<file path="config.mk">
export PLATFORM = sky130hd
export DESIGN_NAME = multicycle_ctrl
export DESIGN_NICKNAME = d
export VERILOG_FILES = /design/src/rtl/multicycle_ctrl.sv
export SDC_FILE = /design/constraint.sdc
export NUM_CORES = 1
export LEC_CHECK = 0
export CORE_MARGIN = 2
export CORE_UTILIZATION = 29
export CTS_BUF_LIST = sky130_fd_sc_hd__clkbuf_8
export DETAILED_ROUTE_END_ITERATION = 7
export DONT_BUFFER_PORTS = 1
export SYNTH_ARGS = -nofsm -noshare
export SYNTH_HDL_FRONTEND = slang
export SYNTH_SLANG_ARGS = --single-unit
</file>
<file path="constraint.sdc">
create_clock -name clk -period 2.1 [get_ports clk]
set_clock_uncertainty 0.15 [all_clocks]
set_input_delay 0.42 -clock clk [delete_from_list [all_inputs] [get_ports clk]]
set_output_delay 0.42 -clock clk [all_outputs]
set_load 0.1 [all_outputs]
</file>
<file path="src/rtl/multicycle_ctrl.sv">
// Moore-style control FSM for the multicycle RV32I core: sequences fetch, decode,
// execute, memory and writeback and drives every datapath enable and mux select.
module multicycle_ctrl #(
    parameter bit MEM_HANDSHAKE = 1'b1,
    parameter bit SUPPORT_JALR  = 1'b1,
    parameter bit SUPPORT_UTYPE = 1'b1
) (
    input  logic       clk,
    input  logic       reset,
    input  logic [6:0] op,
    input  logic [2:0] funct3,
    input  logic       Zero,
    input  logic       mem_ready,
    output logic       PCWrite,
    output logic       AdrSrc,
    output logic       IRWrite,
    output logic       MemWrite,
    output logic       RegWrite,
    output logic [1:0] ResultSrc,
    output logic [1:0] ALUSrcA,
    output logic [1:0] ALUSrcB,
    output logic [1:0] ALUOp,
    output logic [2:0] ImmSrc,
    output logic       illegal,
    output logic [3:0] state
);

    typedef enum logic [3:0] {
        FETCH    = 4'd0,
        DECODE   = 4'd1,
        MEMADR   = 4'd2,
        MEMREAD  = 4'd3,
        MEMWB    = 4'd4,
        MEMWRITE = 4'd5,
        EXECUTER = 4'd6,
        EXECUTEI = 4'd7,
        ALUWB    = 4'd8,
        BRANCH   = 4'd9,
        JAL      = 4'd10,
        JALR     = 4'd11,
        LUI      = 4'd12,
        TRAP     = 4'd13
    } state_t;

    localparam logic [6:0] OP_LOAD   = 7'b0000011;
    localparam logic [6:0] OP_STORE  = 7'b0100011;
    localparam logic [6:0] OP_RTYPE  = 7'b0110011;
    localparam logic [6:0] OP_ITYPE  = 7'b0010011;
    localparam logic [6:0] OP_BRANCH = 7'b1100011;
    localparam logic [6:0] OP_JAL    = 7'b1101111;
    localparam logic [6:0] OP_JALR   = 7'b1100111;
    localparam logic [6:0] OP_LUI    = 7'b0110111;
    localparam logic [6:0] OP_AUIPC  = 7'b0010111;

    state_t stateReg;
    state_t nextState;
    state_t decodeTarget;
    logic   memReady;
    logic   pcUpdate;
    logic   branch;
    logic   irWriteRaw;
    logic   memWriteRaw;
    logic   regWriteRaw;
    logic   branchTaken;

    // Without the handshake the memory is assumed to always finish in one cycle.
    assign memReady = MEM_HANDSHAKE ? mem_ready : 1'b1;
    assign state    = stateReg;

    always_ff @(posedge clk) begin
        if (reset) begin
            stateReg <= FETCH;
            illegal  <= 1'b0;
        end else begin
            stateReg <= nextState;
            if (nextState == TRAP) begin
                illegal <= 1'b1;
            end
        end
    end

    // Legal opcode -> first post-decode state; unsupported encodings trap.
    always_comb begin
        decodeTarget = TRAP;
        case (op)
            OP_LOAD:   decodeTarget = MEMADR;
            OP_STORE:  decodeTarget = MEMADR;
            OP_RTYPE:  decodeTarget = EXECUTER;
            OP_ITYPE:  decodeTarget = EXECUTEI;
            OP_BRANCH: decodeTarget = (funct3[2:1] == 2'b00) ? BRANCH : TRAP;
            OP_JAL:    decodeTarget = JAL;
            OP_JALR:   decodeTarget = SUPPORT_JALR ? JALR : TRAP;
            OP_LUI:    decodeTarget = SUPPORT_UTYPE ? LUI : TRAP;
            OP_AUIPC:  decodeTarget = SUPPORT_UTYPE ? ALUWB : TRAP;
            default:   decodeTarget = TRAP;
        endcase
    end

    always_comb begin
        nextState = stateReg;
        case (stateReg)
            FETCH:    nextState = memReady ? DECODE : FETCH;
            DECODE:   nextState = decodeTarget;
            MEMADR:   nextState = (op == OP_STORE) ? MEMWRITE : MEMREAD;
            MEMREAD:  nextState = memReady ? MEMWB : MEMREAD;
            MEMWB:    nextState = FETCH;
            MEMWRITE: nextState = memReady ? FETCH : MEMWRITE;
            EXECUTER: nextState = ALUWB;
            EXECUTEI: nextState = ALUWB;
            ALUWB:    nextState = FETCH;
            BRANCH:   nextState = FETCH;
            JAL:      nextState = ALUWB;
            JALR:     nextState = JAL;
            LUI:      nextState = ALUWB;
            TRAP:     nextState = TRAP;
            default:  nextState = FETCH;
        endcase
    end

    always_comb begin
        pcUpdate    = 1'b0;
        branch      = 1'b0;
        irWriteRaw  = 1'b0;
        memWriteRaw = 1'b0;
        regWriteRaw = 1'b0;
        AdrSrc      = 1'b0;
        ResultSrc   = 2'b00;
        ALUSrcA     = 2'b00;
        ALUSrcB     = 2'b00;
        ALUOp       = 2'b00;
        case (stateReg)
            FETCH: begin
                ALUSrcB    = 2'b10;
                ResultSrc  = 2'b10;
                irWriteRaw = memReady;
                pcUpdate   = memReady;
            end
            DECODE: begin
                ALUSrcA = 2'b01;
                ALUSrcB = 2'b01;
            end
            MEMADR, JALR: begin
                ALUSrcA = 2'b10;
                ALUSrcB = 2'b01;
            end
            MEMREAD: begin
                AdrSrc = 1'b1;
            end
            MEMWB: begin
                ResultSrc   = 2'b01;
                regWriteRaw = 1'b1;
            end
            MEMWRITE: begin
                AdrSrc      = 1'b1;
                memWriteRaw = 1'b1;
            end
            EXECUTER: begin
                ALUSrcA = 2'b10;
                ALUOp   = 2'b10;
            end
            EXECUTEI: begin
                ALUSrcA = 2'b10;
                ALUSrcB = 2'b01;
                ALUOp   = 2'b10;
            end
            ALUWB: begin
                regWriteRaw = 1'b1;
            end
            BRANCH: begin
                ALUSrcA = 2'b10;
                ALUOp   = 2'b01;
                branch  = 1'b1;
            end
            JAL: begin
                ALUSrcA  = 2'b01;
                ALUSrcB  = 2'b10;
                pcUpdate = 1'b1;
            end
            LUI: begin
                ALUSrcA = 2'b11;
                ALUSrcB = 2'b01;
            end
            default: begin
                pcUpdate = 1'b0;
            end
        endcase
    end

    always_comb begin
        case (op)
            OP_STORE:         ImmSrc = 3'b001;
            OP_BRANCH:        ImmSrc = 3'b010;
            OP_JAL:           ImmSrc = 3'b011;
            OP_LUI, OP_AUIPC: ImmSrc = 3'b100;
            default:          ImmSrc = 3'b000;
        endcase
    end

    // bne inverts the sense of Zero; reset squashes any write issued in its cycle.
    assign branchTaken = branch & (Zero ^ funct3[0]);
    assign PCWrite     = (pcUpdate | branchTaken) & ~reset;
    assign IRWrite     = irWriteRaw & ~reset;
    assign MemWrite    = memWriteRaw & ~reset;
    assign RegWrite    = regWriteRaw & ~reset;

endmodule

</file>
# After elaboration in Yosys (flattened, before gate mapping)
# Index checks and enable logic that the tools add are counted.
[classes]
bitwise_logic = 8
n_reduce_logical = 12
n_eq_ne = 23
n_mux = 18
[ops]
columns = ["operator", "n"]
rows = [
  ["4-bit one-hot mux with 8 select lines", 2],
  ["4-bit equality test (second input constant)", 7],
  ["7-bit by 6-bit equality test with 1-bit output (second input constant)", 3],
  ["7-bit equality test (second input constant)", 3],
  ["4-bit by 3-bit equality test with 1-bit output (second input constant)", 4],
  ["7-bit by 5-bit equality test with 1-bit output (second input constant)", 2],
  ["2-bit OR reduction", 7],
  ["3-bit two-way mux", 4],
  ["2-bit one-hot mux with 2 select lines", 3],
  ["3-bit one-hot mux with 4 select lines", 1],
  ["5-bit OR reduction", 2],
  ["4-bit by 2-bit equality test with 1-bit output (second input constant)", 2],
  ["7-bit by 2-bit equality test with 1-bit output (second input constant)", 1],
  ["1-bit two-way mux", 6],
  ["2-bit one-hot mux with 3 select lines", 1],
  ["1-bit AND", 5],
  ["4-bit by 1-bit equality test with 1-bit output (second input constant)", 1],
  ["4-bit zero test", 1],
  ["4-bit OR reduction", 1],
  ["2-bit zero test", 1],
  ["1-bit one-hot mux with 2 select lines", 1],
  ["1-bit inverter", 1],
  ["1-bit OR", 1],
  ["1-bit XOR", 1],
]
[word_totals]
in_bits = 14
elab_cells = 63
ff_bits = 5
output_inout_bits = 21

# Longest topological paths before layout
[depth]
depth_word = 5
depth_mapped = 6
mapped_depth_nobuf = 5

# Worst setup path before layout
# No wires, ideal clock.
[synth_path]
kind = "reg-to-output"
startpoint = "reg stateReg[1], in the netlist state[1]"
endpoint = "out ResultSrc[1]"
required_time_ns = 1.530
arrival_ns = 3.949
n_path_buf = 1
path_stages_with_launch = 3
slack_ns = -2.419
cell_sequence = "dfxtp_1 clkbuf_1 nor4_1"
[synth_between]
elab_chain_len = 2
elab_cells_between_ends = 3
[synth_lines]
columns = ["element", "line", "rtl"]
rows = [
  ["from (decl)", "55", "state_t stateReg;"],
  ["from (signal assigned)", "75", "stateReg <= nextState;"],
  ["4-bit by 3-bit equality test with 1-bit output or 4-bit zero test (tied branches)", "131", "case (stateReg)"],
  ["2-bit one-hot mux with 2 select lines *", "131", ""],
  ["to (decl)", "19", "output logic [1:0] ResultSrc,"],
]
# Mark *: on every way between the ends. The rest lies on a longest branch, timed or not.

# Final worst setup path
[layout_path]
startpoint = "reg stateReg[2], in the netlist state[2]"
endpoint = "out ALUSrcB[0]"
[layout_between]
elab_chain_len = 3
elab_cells_between_ends = 10
[layout_lines]
columns = ["element", "line", "rtl"]
rows = [
  ["4-bit by 3-bit equality test with 1-bit output, or another cell as far along", "131", ""],
  ["5-bit OR reduction (no line) or 2-bit OR reduction (tied branches)", "-", ""],
  ["2-bit one-hot mux with 2 select lines *", "131", ""],
  ["to (decl)", "21", "output logic [1:0] ALUSrcB,"],
]
# Marks and branches as above.

==> results.sh <==
export IMPL_hp_class="input pin to register"
export IMPL_rsz0062_at_grt="yes"
export IMPL_drtIter0Drc=12
export IMPL_max_cap_viol_count=0
export IMPL_timing_rr_start="state[0]"
export IMPL_fin_setup_tns_ps=0
export IMPL_ys_seq_area_frac=0.146
export IMPL_r2r_end="illegal"
export IMPL_ys_types=38
export IMPL_initial_utilization=0.308
export IMPL_core_area_um2=2230
export IMPL_clkSinkCount=5
export IMPL_io_buffers=0
export IMPL_rows=17
export IMPL_fin_crit_sh=0.982
export IMPL_dp_cells=147
export IMPL_reg2reg_depth=3
export IMPL_place_ws_ps=75.1
export IMPL_p_leak_nw=0.456
export IMPL_rrSetupSlack_ps=100
export IMPL_critPathRequiredTime_ps=1530
export IMPL_syn_num_nets=118
export IMPL_tritoncts="done"
export IMPL_tightest_slew_ps=330
export IMPL_antenna_found_initial=0
export IMPL_diodes=0
export IMPL_slew_headroom=0.778
export IMPL_p_per_area_nw_per_um2=954
export IMPL_cts_root_buf="clkbuf_8"
export IMPL_grt_pass1_vias=848
export IMPL_async_flop_share=0
export IMPL_critical_path_class="register to output pin"
export IMPL_die_area_um2=2770
export IMPL_synth_top_area_share=0.146
export IMPL_dp_hpwl_um=1800
export IMPL_drv_slew=0
export IMPL_ant_nets=0
export IMPL_status="finished, final reports clean"
export IMPL_drc=0
export IMPL_place_gp_congestion=0.771
export IMPL_grt_pass1_wl_um=3790
export IMPL_layout_min_cycle_time_ps=2060
export IMPL_gr_usage_all_layers=0.181
export IMPL_synth_top_flop_cell="dfxtp_1"
export IMPL_ios=35
export IMPL_area_delta_synth_final_pct=90.2
export IMPL_final_util=0.585
export IMPL_syn_inst=104
export IMPL_wl_per_cell_um=14.7
export IMPL_cts_inserted_buffers=3
export IMPL_whs_path_depth=1
export IMPL_cp_arrival_ps=1490
export IMPL_finalHoldViolCount=0
export IMPL_ys_ff_latch=5
export IMPL_max_freq_ghz=0.485
export IMPL_clockBufferDepth=2
export IMPL_drt_wl_total_um=2270
export IMPL_final_common_cell="nor2_1"
export IMPL_fin_ws_ps=37.0
export IMPL_yosys_area_top_type="dfxtp_1"
export IMPL_path_max_fanout=13
export IMPL_grt_overflow=0
export IMPL_hold_ws_ps=122
export IMPL_final_cell_mix="nor2_1, buf_12, buf_4"
export IMPL_die_h_um=52.7
export IMPL_hp_start="reset"
export IMPL_avgSynthCellArea_um2=6.60
export IMPL_drt_first_pass_iters=4
export IMPL_grt_max_degree=19
export IMPL_critPathCaptureType="output pin"
export IMPL_syn_area_um2=687
export IMPL_fin_nets=141
export IMPL_final_instance_count_excl_fill=154
export IMPL_htreeDepth=1
export IMPL_num_vias=868
export IMPL_path_clk_slew_ps=40
export IMPL_finalSetupViolations=0
export IMPL_drive_gt1_frac=0.500
export IMPL_whs_endpoint="illegal"
export IMPL_worstSkewPairLatency_ps=230
export IMPL_synth_edf_count=0
export IMPL_ctsHoldBuffers=0
export IMPL_yosysWarnings=0
export IMPL_die_width_um=52.7
export IMPL_vias_per_cell=5.64
export IMPL_ir_worst_vdd_v=0.000492
export IMPL_critical_path_startpoint_type="register"
export IMPL_synth_area_top_cells="dfxtp_1, nor2_1, nand2b_1"
synthesized netlist by cell type, types with 2 or more instances:
library cell  instances
a311oi_1              2
inv_2                 3
nand3_1               3
clkbuf_1              4
nand4b_1              2
nor2b_1               4
o21ai_1               3
nor3_1                6
nor2_1               16
a32o_1                3
nand2b_1              7
nand2_1              10
o21ai_0               4
dfxtp_1               5
xnor2_1               2
a21oi_1               5
a211oi_1              2
o211ai_1              2
nor4_1                2
per-layer routing:
layer | wire length (um) | vias to the layer above | track usage
li1 | - | 428 | -
met1 | 870 | 405 | 0.215
met2 | 1230 | 33 | 0.310
met3 | 142 | 2 | 0.0457
met4 | 21 | 0 | 0.0684
met5 | 0 | - | 0
report_power, final:
part           internal [W]  total, W  switching [W]
registers          0.000113  0.000175      0.0000617
clock network      0.000126  0.000176      0.0000506
logic              0.000279  0.000896       0.000617
how the worst max path moves through the flow:
| stage | start | to | slack, ps |
|---|---|---|---|
| 4_1_cts | state[2] | ALUSrcB[0] | 10 |
| 5_1_grt | state[2] | ALUSrcB[0] | -6 |
| 6_report | state[2] | ALUSrcB[0] | 40 |
| 3_3_place_gp | state[0] | illegal | 90 |
| 3_5_place_dp | state[0] | illegal | 80 |
| 2_1_floorplan | state[0] | ResultSrc[1] | -240 |
worst max-delay path, cell delays in order, from the launching register on:
cell      delay (ps)
dfxtp_4          400
nand2b_4         180
and2_4           180
a211oi_2         210
a21o_4           300
registers in the layout (all words and copies together), names as in the netlist:
| signal | count |
|---|---|
| illegal | 1 |
| state | 4 |
area by class of cell:
cell class | instances | area, um^2
clock buffers | 3 | 41.3
clock inverters | 1 | 3.75
fillers | 212 | 927
inverters | 4 | 20.0
multi-input cells | 90 | 777
flip-flops and latches | 5 | 115
well taps | 28 | 35.0
repair buffers | 23 | 314
cell families (layout without fill, tap and decap cells):
group / Yosys count / in the layout / synth area share
AO/OA/AOI/OAI: 27 / 27 / 0.295
XOR/XNOR: 3 / 3 / 0.0383
AND/OR/NAND/NOR: 60 / 60 / 0.470
buffers and inverters: 9 / 31 / 0.0510
flip-flops: 5 / 5 / 0.146
what timing repair did:
| item | CTS | global route |
|---|---|---|
| endpoints found under the setup margin | 5 | 7 |
| pin swaps | 2 | 0 |
| buffers inserted | 0 | 3 |
| resized for setup | 4 | 7 |
per-stage QoR:
stage | power [W] | instance area (um^2)
global route | 0.00129 | 1310
floorplan | 0.000891 | 966
finish | 0.00125 | 1310
detailed placement | 0.00103 | 1200
global placement | 0.00103 | 1200
CTS | 0.00122 | 1260
Note: power is estimated with default switching activity, not from simulation.
